<file path="config.mk">
export PLATFORM = sky130hd
export DESIGN_NAME = instruction_fetch_queue
export DESIGN_NICKNAME = d
export VERILOG_FILES = /design/src/rtl/instruction_fetch_queue_pkg.sv /design/src/rtl/fetch_queue_storage.sv /design/src/rtl/instruction_fetch_queue.sv
export SDC_FILE = /design/constraint.sdc
export NUM_CORES = 1
export LEC_CHECK = 0
export CAP_MARGIN = 25
export CORE_MARGIN = 4
export CORE_UTILIZATION = 45
export DETAILED_ROUTE_END_ITERATION = 16
export MAX_ROUTING_LAYER = met4
export PLACE_DENSITY = 0.69
export SYNTH_ARGS = -nofsm -noshare
export SYNTH_HDL_FRONTEND = slang
export SYNTH_SLANG_ARGS = --single-unit
</file>
<file path="constraint.sdc">
create_clock -name CLK -period 3.1 [get_ports CLK]
set_input_delay 0.62 -clock CLK [delete_from_list [all_inputs] [get_ports CLK]]
set_output_delay 0.62 -clock CLK [all_outputs]
set_load 0.05 [all_outputs]
</file>
<file path="src/rtl/instruction_fetch_queue_pkg.sv">
// Shared pipeline-stage constants and the fetch-queue operation encoding.
package instruction_fetch_queue_pkg;

    // Default widths shared by every pipeline-stage register.
    localparam int   FQ_ADDR_WIDTH = 32;
    localparam int   FQ_DATA_WIDTH = 32;

    // Logic-level constants used by all pipeline stages.
    localparam logic FQ_HIGH = 1'b1;
    localparam logic FQ_LOW  = 1'b0;

    // What the queue does on a given edge, excluding flush and reset.
    typedef enum logic [1:0] {
        FQ_OP_IDLE = 2'b00,
        FQ_OP_POP  = 2'b01,
        FQ_OP_PUSH = 2'b10,
        FQ_OP_BOTH = 2'b11
    } fq_op_e;

    // Fold the qualified push/pop strobes into a single operation code.
    function automatic fq_op_e fq_decode_op(input logic push, input logic pop);
        fq_op_e op;
        case ({push, pop})
            2'b10:   op = FQ_OP_PUSH;
            2'b01:   op = FQ_OP_POP;
            2'b11:   op = FQ_OP_BOTH;
            default: op = FQ_OP_IDLE;
        endcase
        return op;
    endfunction

endpackage

</file>
<file path="src/rtl/fetch_queue_storage.sv">
// Entry storage for the fetch queue: one synchronous write port, one
// asynchronous read port, no reset (contents are masked by the occupancy logic).
module fetch_queue_storage
    import instruction_fetch_queue_pkg::*;
#(
    parameter int DEPTH     = 4,
    parameter int WIDTH     = FQ_ADDR_WIDTH + FQ_DATA_WIDTH,
    parameter int ADDR_BITS = $clog2(DEPTH)
) (
    input  logic                 CLK,
    input  logic                 wr_en,
    input  logic [ADDR_BITS-1:0] wr_addr,
    input  logic [WIDTH-1:0]     wr_data,
    input  logic [ADDR_BITS-1:0] rd_addr,
    output logic [WIDTH-1:0]     rd_data
);

    logic [WIDTH-1:0] mem_r [DEPTH];

    // Write the addressed entry when enabled; storage deliberately has no reset.
    always_ff @(posedge CLK) begin
        if (wr_en == FQ_HIGH) begin
            mem_r[wr_addr] <= wr_data;
        end
    end

    assign rd_data = mem_r[rd_addr];

endmodule

</file>
<file path="src/rtl/instruction_fetch_queue.sv">
// DEPTH-entry FIFO of {PC, instruction} pairs between fetch and decode.
// CLEAR_IN flushes synchronously and wins over push/pop; outputs are masked
// to zero whenever the queue is empty.
module instruction_fetch_queue
    import instruction_fetch_queue_pkg::*;
#(
    parameter int   ADDR_WIDTH = FQ_ADDR_WIDTH,
    parameter int   DATA_WIDTH = FQ_DATA_WIDTH,
    parameter int   DEPTH      = 4,
    parameter logic HIGH       = FQ_HIGH,
    parameter logic LOW        = FQ_LOW
) (
    input  logic                       CLK,
    input  logic                       RST,
    input  logic                       CLEAR_IN,
    input  logic [ADDR_WIDTH-1:0]      PC_IN,
    input  logic [DATA_WIDTH-1:0]      INSTR_IN,
    input  logic                       VALID_IN,
    output logic                       READY_OUT,
    output logic [ADDR_WIDTH-1:0]      PC_OUT,
    output logic [DATA_WIDTH-1:0]      INSTR_OUT,
    output logic                       VALID_OUT,
    input  logic                       STALL_IN,
    output logic [$clog2(DEPTH):0]     COUNT_OUT
);

    localparam int PTR_W   = $clog2(DEPTH);
    localparam int CNT_W   = PTR_W + 1;
    localparam int ENTRY_W = ADDR_WIDTH + DATA_WIDTH;

    localparam logic [PTR_W-1:0] PTR_ZERO = {PTR_W{1'b0}};
    localparam logic [PTR_W-1:0] PTR_ONE  = PTR_W'(1);
    localparam logic [CNT_W-1:0] CNT_ZERO = {CNT_W{1'b0}};
    localparam logic [CNT_W-1:0] CNT_ONE  = CNT_W'(1);
    localparam logic [CNT_W-1:0] DEPTH_C  = CNT_W'(DEPTH);

    logic [PTR_W-1:0]      wr_ptr_r;
    logic [PTR_W-1:0]      rd_ptr_r;
    logic [CNT_W-1:0]      count_r;
    logic                  ready_r;
    logic                  valid_r;

    logic                  push_s;
    logic                  pop_s;
    fq_op_e                op_s;
    logic [CNT_W-1:0]      count_nxt_s;
    logic [ENTRY_W-1:0]    wr_entry_s;
    logic [ENTRY_W-1:0]    head_entry_s;
    logic [ADDR_WIDTH-1:0] head_pc_s;
    logic [DATA_WIDTH-1:0] head_instr_s;

    // Handshake qualifiers: READY/VALID come from registers only, so no
    // combinational path exists from STALL_IN or VALID_IN to the outputs.
    assign push_s     = VALID_IN & ready_r & ~CLEAR_IN;
    assign pop_s      = valid_r & ~STALL_IN & ~CLEAR_IN;
    assign wr_entry_s = {PC_IN, INSTR_IN};

    fetch_queue_storage #(
        .DEPTH     (DEPTH),
        .WIDTH     (ENTRY_W),
        .ADDR_BITS (PTR_W)
    ) u_storage (
        .CLK     (CLK),
        .wr_en   (push_s),
        .wr_addr (wr_ptr_r),
        .wr_data (wr_entry_s),
        .rd_addr (rd_ptr_r),
        .rd_data (head_entry_s)
    );

    assign {head_pc_s, head_instr_s} = head_entry_s;

    // Next occupancy: simultaneous push and pop leave the count unchanged.
    always_comb begin
        op_s        = fq_decode_op(push_s, pop_s);
        count_nxt_s = count_r;
        case (op_s)
            FQ_OP_PUSH: count_nxt_s = count_r + CNT_ONE;
            FQ_OP_POP:  count_nxt_s = count_r - CNT_ONE;
            FQ_OP_BOTH: count_nxt_s = count_r;
            FQ_OP_IDLE: count_nxt_s = count_r;
            default:    count_nxt_s = count_r;
        endcase
    end

    // Pointer, occupancy and status-flag state; reset and flush both empty the queue.
    always_ff @(posedge CLK or posedge RST) begin
        if (RST) begin
            wr_ptr_r <= PTR_ZERO;
            rd_ptr_r <= PTR_ZERO;
            count_r  <= CNT_ZERO;
            ready_r  <= HIGH;
            valid_r  <= LOW;
        end else if (CLEAR_IN == HIGH) begin
            wr_ptr_r <= PTR_ZERO;
            rd_ptr_r <= PTR_ZERO;
            count_r  <= CNT_ZERO;
            ready_r  <= HIGH;
            valid_r  <= LOW;
        end else begin
            if (push_s) begin
                wr_ptr_r <= wr_ptr_r + PTR_ONE;
            end
            if (pop_s) begin
                rd_ptr_r <= rd_ptr_r + PTR_ONE;
            end
            count_r <= count_nxt_s;
            ready_r <= (count_nxt_s < DEPTH_C) ? HIGH : LOW;
            valid_r <= (count_nxt_s != CNT_ZERO) ? HIGH : LOW;
        end
    end

    // Mask head data while empty so stale storage never reaches decode.
    always_comb begin
        if (valid_r == HIGH) begin
            PC_OUT    = head_pc_s;
            INSTR_OUT = head_instr_s;
        end else begin
            PC_OUT    = {ADDR_WIDTH{1'b0}};
            INSTR_OUT = {DATA_WIDTH{1'b0}};
        end
    end

    assign READY_OUT = ready_r;
    assign VALID_OUT = valid_r;
    assign COUNT_OUT = count_r;

endmodule

</file>
-- Yosys cells after proc, flatten, opt, wreduce, memory -nomap -nowiden
Memories as Yosys holds them, arrays and structs flattened.
Cells that the tools add are included.
- RAM bits: 256
- register bits after elaboration: 9
- output and inout bits: 69
- word-level logic and storage cells: 43
- input port bits: 69
- memories: 1
- mux-type cells: 15
- add/subtract/negate cells: 4
- bitwise logic cells: 6
- reduce and logical (&&, ||, !) cells: 5
- order comparisons: 1
- equal/unequal tests: 6
- memory list (name ; depth ; bits a word ; read ports ; clocked after memory_dff ; write ports ; RTL line ; source):
    u_storage.mem_r ; 4 ; 64 ; 1 ; 0 ; 1 ; fetch_queue_storage.sv:18 ; logic [WIDTH-1:0] mem_r [DEPTH];
- operators with widths (cell ; count):
    32-bit two-way mux ; 2
    3-bit case mux with 3 select lines ; 1
    2-bit == test, second input constant ; 4
    2-bit two-way mux ; 4
    1-bit two-way mux ; 6
    2-bit case mux with 3 select lines ; 1
    2-bit by 1-bit adder with 2-bit output, second input constant ; 2
    1-bit bitwise AND ; 4
    2-bit by 1-bit == test with 1-bit output, second input constant ; 2
    2-bit nonzero test ; 2
    3-bit by 1-bit adder with 3-bit output, second input constant ; 1
    3-bit < comparator, second input constant ; 1
    3-bit two-way mux ; 1
    3-bit nonzero test ; 1
    3-bit by 1-bit subtractor with 3-bit output, second input constant ; 1
    2-bit zero test ; 1
    1-bit NOT ; 2
    2-bit OR reduction ; 1

-- Logic depth before layout (Yosys ltp)
- word-level depth: 11
- depth in mapped cells: 8

-- Hierarchy
Synthesis repeated with hierarchy kept, for this count alone.
- cells, all modules: 449
- area total of the unflattened synthesis: 10206.0 µm²
- modules (own cells, without submodules) (module ; times used ; area each (µm²) ; seq. area each (µm²) ; cells each):
    fetch_queue_storage ; 1 ; 9341.5 ; 7687.4 ; 338
    instruction_fetch_queue ; 1 ; 864.6 ; 226.5 ; 111

-- Worst setup path before layout
Ideal clock, no wire load.
- path type: register to register
- start point: register ready_r (netlist: READY_OUT)
- end point: memory u_storage.mem_r[0][0] (netlist bit) (enable)
- required time: 2671 ps
- period minus slack after synthesis: 2989 ps
- arrival time: 2560 ps
- setup time: 429 ps
- stages on the path, launching flop included: 4
- path slack: 111 ps
- cells stage by stage: dfstp_2 -> nand2_1 -> nor2_1 -> and2_1
- word-level cells in the longest chain between the ends: 4
- ends and longest elaborated chain (element ; RTL line ; source):
    start: declaration ; instruction_fetch_queue.sv:40 ; logic ready_r;
    start signal: assignment ; instruction_fetch_queue.sv:108 ; ready_r <= (count_nxt_s < DEPTH_C) ? HIGH : LOW;
    1-bit bitwise AND (2 in a row) ; instruction_fetch_queue.sv:54 ; assign push_s = VALID_IN & ready_r & ~CLEAR_IN;
    1-bit two-way mux ; fetch_queue_storage.sv:22 ; if (wr_en == FQ_HIGH) begin
    1-bit two-way mux (not written as such) ; fetch_queue_storage.sv:23 ; mem_r[wr_addr] <= wr_data;
    end: declaration ; fetch_queue_storage.sv:18 ;
Every way passes these cells.

-- Worst setup path after layout
- start point: register rd_ptr_r[0]
- end point: output port INSTR_OUT[1]
- word-level cells in the longest chain between the ends: 2
- ends and longest elaborated chain (element ; RTL line ; source):
    start: declaration ; instruction_fetch_queue.sv:38 ; logic [PTR_W-1:0] rd_ptr_r;
    start signal: assignment ; instruction_fetch_queue.sv:105 ; rd_ptr_r <= rd_ptr_r + PTR_ONE;
    memory read 4 x 64 bit ; - ;
    32-bit two-way mux ; instruction_fetch_queue.sv:115 ; if (valid_r == HIGH) begin
    end: declaration ; instruction_fetch_queue.sv:21 ; output logic [DATA_WIDTH-1:0] INSTR_OUT,
Every way passes these cells.

==> flow_metrics.tcl <==
set metrics [dict create \
    rr_endpoint "VALID_OUT$_DFF_PP0_" \
    wl_per_cell_um 20.8 \
    nets 692 \
    cts.sinks 265 \
    final.min_clock_period_ns 2.88 \
    grt_first_pass_wirelength_um 29100 \
    ys_top_cells_by_count "256 x edfxtp_1, 69 x and2_1, 64 x mux4_2, 9 x clkbuf_1" \
    clk_latency_ns 0.52 \
    clkTransAtPathRegs_ns 0.06 \
    grt_use_total 0.156 \
    synth_top_family_by_area "multiplexers" \
    p_int_mw 6.79 \
    yosysSeqAreaShare 0.778 \
    antenna_found_initial 1 \
    synthMuxAreaShare 0.143 \
    synth_top_area_frac 0.756 \
    post-route-util 0.580 \
    drv_cap 0 \
    synth_xor_area_frac 0.00431 \
    synth_simple_gate_area_share 0.0480 \
    critPathTopFamily "multiplexers" \
    clockBufferDepth 3 \
    place.gp.congestion 0.768 \
    crit_buf_inv 2 \
    crit_chain "buf_12 > mux4_2 > and2_1 > buf_4" \
    ir_drop_mv 0.654 \
    synth_cell_types 24 \
    grt_pass1_vias 5278 \
    place_ws_ns 0.111 \
    finalWirelength_um 19100 \
    synth-seq-cells 265 \
    ff2ff_path_depth 8 \
    r2r_start "READY_OUT$_DFF_PP1_" \
    path_class "reg -> out" \
    synth_top_area_cell "edfxtp_1" \
    fin_skew_ns 0.0119 \
    critical_path_required_ns 2.48 \
    slowest_delay_ns 0.55 \
    regToRegSetupSlack_ns 0.70 \
    p_comb_frac 0.183 \
    hold_violations 0 \
    hold_class "in -> async" \
    fmax_mhz 347 \
    synthCells 455 \
    first_pass_iters 4 \
    synth.most_common_cell "edfxtp_1" \
    drc_errors 0 \
    port_buffers 137 \
    layout-drive-gt1-share 0.311 \
    synth.avg_cell_area_um2 22.4 \
    via_per_inst 5.26 \
    fin_tns_setup_ns 0 \
    setup_violations 0 \
    synth_ff_type "edfxtp_1" \
    switching_share 0.260 \
    cts_made_buffers 27 \
    powerDensity_nw_per_um2 718 \
    rsz0062_at_grt "false" \
    synth_edf_count 256 \
    worst_slew_pin_slew_ns 0.506 \
    synthTopCellsByArea "edfxtp_1 76%, mux4_2 14%, and2_1 4.2%" \
    timing.final.ws_setup_ns 0.221 \
    grt_start_max_net_pins 65 \
    power.switching_mw 2.39 \
    synth-adder-area-share 0.00812 \
    clockRootBuffer "clkbuf_16" \
    vias 4831 \
    yosys_warnings 0 \
    placed_cells 862 \
    die-height_um 158 \
    instances_no_fill 918 \
    synth-compound-area-share 0.00381 \
    io_pins 138 \
    drtAntennaViolNets 0 \
    slowest_stage "mux4_2" \
    power_frac_clock 0.371 \
    worstPathMaxFanout 29 \
    syn_area_um2 10200 \
    critPathArrivalTime_ns 2.26 \
    cp-start-kind "register" \
    area_delta_synth_final_pct 25.7 \
    finalCritPeriodShare 0.929 \
    die-area_um2 25100 \
    async_flop_share 0.0340 \
    initial_core_util 0.462 \
    relSlewSlack 0.661 \
    drt_iter0_drc 252 \
    slew_viol_final 0 \
    syn-num-nets 530 \
    rows 54 \
    cts_tree "done" \
    die_x_um 158 \
    leakagePower_nw 4.30 \
    seqPwrFrac 0.447 \
    critPathCaptureType "primary output" \
    dp_hpwl_um 10800 \
    overflow 0 \
    coreArea_um2 22000 \
    status "completed" \
    finalPower_mw 9.17 \
    htree_levels 1 \
]
## per-stage QoR
| stage | cell area, um^2 | hold WS [ns] |
|---|---|---|
| 6_report | 12800 | 0.400 |
| 3_5_place_dp | 11800 | 0.540 |
| 3_3_place_gp | 11800 | 0.517 |
| 5_1_grt | 12800 | 0.400 |
| 2_1_floorplan | 10200 | 0.447 |
| 4_1_cts | 12700 | 0.384 |
## how the worst max path moves through the flow
stage                             from                              end  slack [ns]  cells after the start
3_5_place_dp                  VALID_IN              VALID_OUT$_DFF_PP0_        0.11                      9
3_3_place_gp                  VALID_IN              VALID_OUT$_DFF_PP0_        0.21                      9
4_1_cts        rd_ptr_r[0]$_DFFE_PP0P_                     INSTR_OUT[1]        0.03                      4
6_report       rd_ptr_r[0]$_DFFE_PP0P_                     INSTR_OUT[1]        0.22                      4
2_1_floorplan      READY_OUT$_DFF_PP1_  u_storage.mem_r[0][0]$_DFFE_PP_        0.11                      3
5_1_grt        rd_ptr_r[0]$_DFFE_PP0P_                     INSTR_OUT[1]        0.12                      4
## registers in the layout (all words and copies together) (netlist names)
register and flops:
READY_OUT 1, rd_ptr_r 2, VALID_OUT 1, COUNT_OUT 3
wr_ptr_r 2, u_storage.mem_r 256
## final cells by class
class / instances / area, um^2
fill: 1654 / 9240
sequential: 265 / 7920
multi-input combinational: 163 / 2110
timing repair buffer: 155 / 1430
clock buffer: 28 / 679
tap: 280 / 350
clock inverter: 21 / 264
inverter: 5 / 18.8
antenna: 1 / 2.50
## cell usage in the layout (no fill, tap or decap), types with 2 or more instances in the layout
cell type / synthesis / routed
edfxtp_1: 256 / 256
buf_4: 2 / 75
clkdlybuf4s50_1: 0 / 73
and2_1: 69 / 65
mux4_2: 64 / 64
clkbuf_16: 0 / 27
nor2_1: 8 / 8
buf_12: 0 / 7
clkinv_2: 0 / 6
bufinv_16: 0 / 6
dfrtp_1: 8 / 5
inv_1: 5 / 5
ha_1: 5 / 5
and2_4: 0 / 4
clkinvlp_4: 0 / 4
clkinv_1: 0 / 4
xnor2_1: 3 / 3
nand2_1: 2 / 2
xor2_1: 2 / 2
a21oi_1: 2 / 2
dfrtp_4: 0 / 2
## power by group through the flow
stage | clock network [mW] | logic (mW) | registers (mW)
final | 3.40 | 1.68 | 4.10
after global routing | 3.64 | 1.78 | 4.11
after CTS | 3.48 | 1.68 | 4.11
after detailed placement | 0 | 1.67 | 4.19
after global placement | 0 | 1.66 | 4.18
after floorplan | 0 | 1.11 | 4.19
## cell families (layout without fill, tap and decap cells)
family,Yosys count,count (layout)
flip-flops,265,265
AO/OA/AOI/OAI,5,5
buffers and inverters,27,209
AND/OR/NAND/NOR,82,82
adder cells (fa/ha/maj),6,6
other,0,1
multiplexers,65,65
XOR/XNOR,5,5
## per-layer routing
layer | wire length (um) | vias up | GRT usage | share of wire
met5 | 0 | - | - | 0
met4 | 351 | 0 | 0.0309 | 0.018
met3 | 1120 | 30 | 0.0397 | 0.058
met2 | 9700 | 120 | 0.268 | 0.51
met1 | 7940 | 2525 | 0.191 | 0.42
li1 | - | 2156 | - | -
## timing repair
item                                    in CTS  in global routing
hold buffers                                 0                  0
gates resized for setup                      0                  0
setup buffers                                0                  6
endpoints found under the setup margin       0                 35
Power figures use the tool's default switching activity.
